===== config.mk =====
export PLATFORM = sky130hd
export DESIGN_NAME = matmul_stream_driver
export DESIGN_NICKNAME = d
export VERILOG_FILES = /design/src/rtl/matmul_stream_driver.sv
export SDC_FILE = /design/constraint.sdc
export NUM_CORES = 1
export LEC_CHECK = 0
export CAP_MARGIN = 20
export CORE_UTILIZATION = 55
export CTS_BUF_LIST = sky130_fd_sc_hd__clkbuf_4
export DETAILED_ROUTE_END_ITERATION = 12
export GPL_TIMING_DRIVEN = 0
export PLACE_DENSITY = 0.74
export SETUP_SLACK_MARGIN = 0.5
export SLEW_MARGIN = 40
export SYNTH_ARGS = -nofsm -noshare
export SYNTH_HDL_FRONTEND = slang
export SYNTH_SLANG_ARGS = --single-unit
export TNS_END_PERCENT = 5

===== constraint.sdc =====
create_clock -name clk_i -period 22.3 [get_ports clk_i]
set_input_delay 4.46 -clock clk_i [delete_from_list [all_inputs] [get_ports clk_i]]
set_output_delay 4.46 -clock clk_i [all_outputs]
set_load 0.01 [all_outputs]

===== src/rtl/matmul_stream_driver.sv =====
// matmul_stream_driver: buffers a K-step operand burst, replays it into the 8-lane multiplier, returns results.
// Optional MATMUL_DRV_PERF_EN adds perf_cycles_o (CLEAR-to-RESULT cycle count, saturating).
module matmul_stream_driver #(
    parameter int DATA_WIDTH   = 8,
    parameter int WEIGHT_WIDTH = 8,
    parameter int OUTPUT_WIDTH = 8,
    parameter int MAC_NUM      = 8,
    parameter int K_MAX        = 16,
    parameter int DONE_TIMEOUT = 64
) (
    input  logic                            clk_i,
    input  logic                            rstn_i,
    input  logic                            ld_valid_i,
    output logic                            ld_ready_o,
    input  logic [DATA_WIDTH*MAC_NUM-1:0]   ld_din_i,
    input  logic [WEIGHT_WIDTH-1:0]         ld_win_i,
    input  logic                            ld_last_i,
    output logic                            mm_en_o,
    output logic                            mm_clear_o,
    output logic                            mm_valid_o,
    output logic [DATA_WIDTH*MAC_NUM-1:0]   mm_din_o,
    output logic [WEIGHT_WIDTH-1:0]         mm_win_o,
    input  logic                            mm_done_i,
    input  logic [OUTPUT_WIDTH*MAC_NUM-1:0] mm_result_i,
    output logic                            res_valid_o,
    input  logic                            res_ready_i,
    output logic [OUTPUT_WIDTH*MAC_NUM-1:0] res_data_o,
    output logic [$clog2(K_MAX):0]          res_len_o,
    output logic                            busy_o,
    output logic                            err_timeout_o
`ifdef MATMUL_DRV_PERF_EN
    ,
    output logic [15:0]                     perf_cycles_o
`endif
);
    localparam int AW = $clog2(K_MAX);
    localparam int LW = AW + 1;
    localparam int TW = $clog2(DONE_TIMEOUT);
    localparam int SW = DATA_WIDTH * MAC_NUM + WEIGHT_WIDTH;
    localparam int RW = OUTPUT_WIDTH * MAC_NUM;

    typedef enum logic [2:0] {S_LOAD, S_CLEAR, S_STREAM, S_WAIT, S_RESULT} state_t;

    state_t          state_q, state_d;
    logic [LW-1:0]   cnt_q, cnt_d, len_q, len_d, rd_q, rd_d, rlen_q, rlen_d;
    logic [TW-1:0]   tmo_q, tmo_d;
    logic [SW-1:0]   op_q, op_d;
    logic [RW-1:0]   res_q, res_d;
    logic            err_q, err_d;
    logic [SW-1:0]   mem_q [K_MAX];
`ifdef MATMUL_DRV_PERF_EN
    logic [15:0]     perf_q, perf_d;
`endif

    always_comb begin
        state_d = state_q;
        cnt_d   = cnt_q;
        len_d   = len_q;
        rd_d    = rd_q;
        tmo_d   = tmo_q;
        op_d    = op_q;
        res_d   = res_q;
        rlen_d  = rlen_q;
        err_d   = err_q;
`ifdef MATMUL_DRV_PERF_EN
        perf_d  = (state_q == S_LOAD || state_q == S_RESULT || perf_q == 16'hFFFF) ? perf_q : perf_q + 16'd1;
`endif
        case (state_q)
            S_LOAD: if (ld_valid_i) begin
                cnt_d = cnt_q + LW'(1);
                // Hitting buffer depth ends the job exactly as an explicit last would.
                if (ld_last_i || cnt_d == LW'(K_MAX)) begin
                    len_d   = cnt_d;
                    cnt_d   = '0;
                    state_d = S_CLEAR;
`ifdef MATMUL_DRV_PERF_EN
                    perf_d  = '0;
`endif
                end
            end
            S_CLEAR: begin
                op_d    = mem_q[0];
                rd_d    = LW'(1);
                state_d = S_STREAM;
            end
            S_STREAM: begin
                op_d    = mem_q[rd_q[AW-1:0]];
                rd_d    = rd_q + LW'(1);
                tmo_d   = '0;
                state_d = (rd_q == len_q) ? S_WAIT : S_STREAM;
            end
            S_WAIT: begin
                tmo_d = tmo_q + TW'(1);
                if (mm_done_i) begin
                    res_d   = mm_result_i;
                    rlen_d  = len_q;
                    state_d = S_RESULT;
                end else if (tmo_q == TW'(DONE_TIMEOUT - 1)) begin
                    err_d   = 1'b1;
                    state_d = S_LOAD;
                end
            end
            S_RESULT: state_d = res_ready_i ? S_LOAD : S_RESULT;
            default:  state_d = S_LOAD;
        endcase
    end

    always_ff @(posedge clk_i) begin
        if (!rstn_i) begin
            state_q <= S_LOAD;
            cnt_q   <= '0;
            len_q   <= '0;
            rd_q    <= '0;
            tmo_q   <= '0;
            op_q    <= '0;
            res_q   <= '0;
            rlen_q  <= '0;
            err_q   <= 1'b0;
`ifdef MATMUL_DRV_PERF_EN
            perf_q  <= '0;
`endif
        end else begin
            state_q <= state_d;
            cnt_q   <= cnt_d;
            len_q   <= len_d;
            rd_q    <= rd_d;
            tmo_q   <= tmo_d;
            op_q    <= op_d;
            res_q   <= res_d;
            rlen_q  <= rlen_d;
            err_q   <= err_d;
`ifdef MATMUL_DRV_PERF_EN
            perf_q  <= perf_d;
`endif
        end
    end

    always_ff @(posedge clk_i) begin
        if (ld_valid_i && ld_ready_o)
            mem_q[cnt_q[AW-1:0]] <= {ld_win_i, ld_din_i};
    end

    // Multiplier strobes are gated by reset so an aborted job cannot emit one more clear/valid.
    assign ld_ready_o             = state_q == S_LOAD;
    assign mm_en_o                = rstn_i && (state_q == S_CLEAR || state_q == S_STREAM || state_q == S_WAIT);
    assign mm_clear_o             = rstn_i && state_q == S_CLEAR;
    assign mm_valid_o             = rstn_i && state_q == S_STREAM;
    assign {mm_win_o, mm_din_o}   = mm_valid_o ? op_q : '0;
    assign res_valid_o            = state_q == S_RESULT;
    assign res_data_o             = res_q;
    assign res_len_o              = rlen_q;
    assign busy_o                 = state_q != S_LOAD;
    assign err_timeout_o          = err_q;
`ifdef MATMUL_DRV_PERF_EN
    assign perf_cycles_o          = perf_q;
`endif
endmodule


==> metrics.cfg <==
[global_route]
overflow=0
grt_util_all_layers_pct=30.08
grt_max_degree=17
grt_pass1_wl_mm=203.6
antenna_found_initial=15
grt_pass1_vias=32185

[worst_setup_path]
critical_path_required_ns=17.84
worstSetupPathType=in2out
arrival_ns=7.58
start_kind=input pin
worst-path-max-fanout=10
endpoint_kind=output pin
worst-r2r-setup-slack_ns=18.60

[yosys]
netlist_instances=2816
ys_types=52
synthArstFlopShare_pct=0
avgSynthCellArea_um2=18.17
synth_warnings=0
synth_edf_count=1152
ys.flop_type=edfxtp_1
synthesis.area_um2=51160
ys_seq_area_share_pct=74.27
ys_ff_latch=1322
syn_nets=2964

[sta]
hold_viol=0
setup_tns_ns=0
max_slew_margin_pct=38.26
max_freq_mhz=83.09
setup_viol=0
grt_setup_unrepaired=false
slew_viol_final=0
skew_ns=0.09540
final.min_clock_period_ns=12.04
period_share_pct=53.97
tightestPinTransition_ns=0.9261

[placed_design]
dpl_cell_area_um2=57800
hpwl_mm=93.62
gp_congestion=0.8872
io_buffers=288

[clock_tree]
cts_sinks=1322
insertion_delay_ns=1.19
clock_path_buffers=4
numCtsBuffers=340
post_cts_buffers=0
clk_pin_slew_ns=0.06
h-tree-depth=5
cts_tree=done
root_buffer=clkbuf_4
cts_hold_buffers=0
ctsResizeCount=0

[floorplanning]
start_util_pct=55.65
core.rowCount=111
die_area_um2=94250
fp.dieW_um=307.0
coreArea_um2=91940
die_y_um=307.0
io_pins=290

[drt]
drt-wirelength-per-cell_um=27.55
viasPerCell=6.109
drc_errors=0
vias=31062
drt_iter0_drc=3528
drt-total-wl_mm=140.1
drt_pass1_iterations=6
postRouteAntennaNets=0

[power]
leakagePower_nw=20.32
powerDensity_nw_per_um2=93.85
vdd_ir_drop_max_mv=0.05432

[cells_and_area]
multi_input_area_um2=12400
design_area_um2=62130
fill_cells=6031
final_common_cell=edfxtp_1
drive_gt1_share_pct=28.30
fin_nets=3726
fin_util_pct=67.57
regArea_um2=38000
final_cell_mix=edfxtp_1 (1,152), clkbuf_4 (527), clkdlybuf4s50_1 (288)
area_delta_synth_final_pct=21.44

[run_status]
status=complete, no violations

[run]
cap_violations=0

[min_path]
holdCritPathClass=reg2reg

worst max-delay path: stages:
cell,delay (ns)
clkbuf_2,0.44
nand3_1,0.27
inv_1,0.17
clkbuf_2,0.50
clkbuf_1,0.66
and2_1,0.45
clkdlybuf4s50_1,0.61
metal layers:
metal	routed length [um]	up-vias	GRT usage [%]
met4	5499	18	14.10
met3	15410	370	7.919
li1	-	13029	-
met5	120	-	0
met2	68720	2060	48.97
met1	50320	15585	37.94
power breakdown:
part,switching (mW),leakage [nW],internal (mW)
Combinational,0.517,5.95,0.417
Sequential,0.0654,11.8,2.79
Clock,0.951,2.60,1.09
registers in the layout (all words and copies together), names as in the netlist, named ones only:
signal / count
len_q: 5
res_len_o: 5
err_timeout_o: 1
rd_q: 5
tmo_q: 6
cnt_q: 5
mem_q: 1152
state_q: 3
op_q: 72
res_data_o: 64
path summary, 6_finish.rpt:
path,start,end,cells after the start
worst max-delay path,rstn_i,mm_din_o[60],7
worst max register to register,state_q[1]$_SDFFE_PN0P_,mem_q[1][26]$_DFFE_PP_,9
worst min register to register,res_data_o[51]$_SDFFE_PN0P_,res_data_o[51]$_SDFFE_PN0P_,2
worst min-delay path,res_data_o[51]$_SDFFE_PN0P_,res_data_o[51]$_SDFFE_PN0P_,2
through the flow:
| step | power [mW] | instances | setup slack [ns] | hold slack (ns) |
|---|---|---|---|---|
| 5_1_grt | 6.047 | 5084 | 10.24 | 0.4814 |
| 2_1_floorplan | 3.484 | 2816 | 11.70 | 0.4605 |
| 3_5_place_dp | 3.827 | 4478 | 10.34 | 0.4594 |
| 3_3_place_gp | 3.798 | 4347 | 4.997 | 0.4500 |
| 6_report | 5.831 | 5085 | 10.26 | 0.4652 |
| 4_1_cts | 5.849 | 5079 | 10.38 | 0.4668 |
area by class of cell:
| class | instances | share of cell area, % |
|---|---|---|
| Tap cell | 1243 | 2.503 |
| Multi-Input combinational cell | 1303 | 19.96 |
| Antenna cell | 5 | 0.02014 |
| Clock inverter | 74 | 0.5538 |
| Sequential cell | 1322 | 61.16 |
| Buffer | 184 | 1.416 |
| Clock buffer | 527 | 6.368 |
| Inverter | 7 | 0.04229 |
| Timing Repair Buffer | 420 | 7.981 |
synthesized netlist by cell type (6+ instances only):
library cell	n	area, um2
a211oi_1	64	480.5
a21boi_0	74	555.5
a21oi_1	9	45.04
a22o_1	19	166.4
a22oi_1	18	135.1
and2_1	80	500.5
buf_1	10	37.54
buf_2	54	270.3
buf_4	18	135.1
clkbuf_1	97	364.1
dfxtp_1	170	3403
edfxtp_1	1152	34590
ha_1	6	75.07
inv_1	6	22.52
mux2_2	8	90.09
mux2i_1	11	110.1
mux4_2	284	6396
nand2_1	238	893.4
nand3_1	14	70.07
nor2_1	147	551.8
nor2b_1	72	450.4
nor3_1	9	45.04
nor4_1	63	394.1
o211ai_1	63	473.0
o21ai_0	8	40.04
o22ai_1	63	394.1
kinds of logic (layout without fill, tap and decap cells):
logic type | after synthesis | count (layout) | synth area share [%]
XOR/XNOR | 10 | 10 | 0.1712
adder cells (fa/ha/maj) | 6 | 6 | 0.1467
buffers and inverters | 191 | 1212 | 1.727
AND/OR/NAND/NOR | 650 | 650 | 6.050
other | 0 | 5 | 0
AO/OA/AOI/OAI | 334 | 334 | 4.744
flip-flops | 1322 | 1322 | 74.27
multiplexers | 303 | 303 | 12.89
Note: power is estimated with default switching activity, not from simulation.
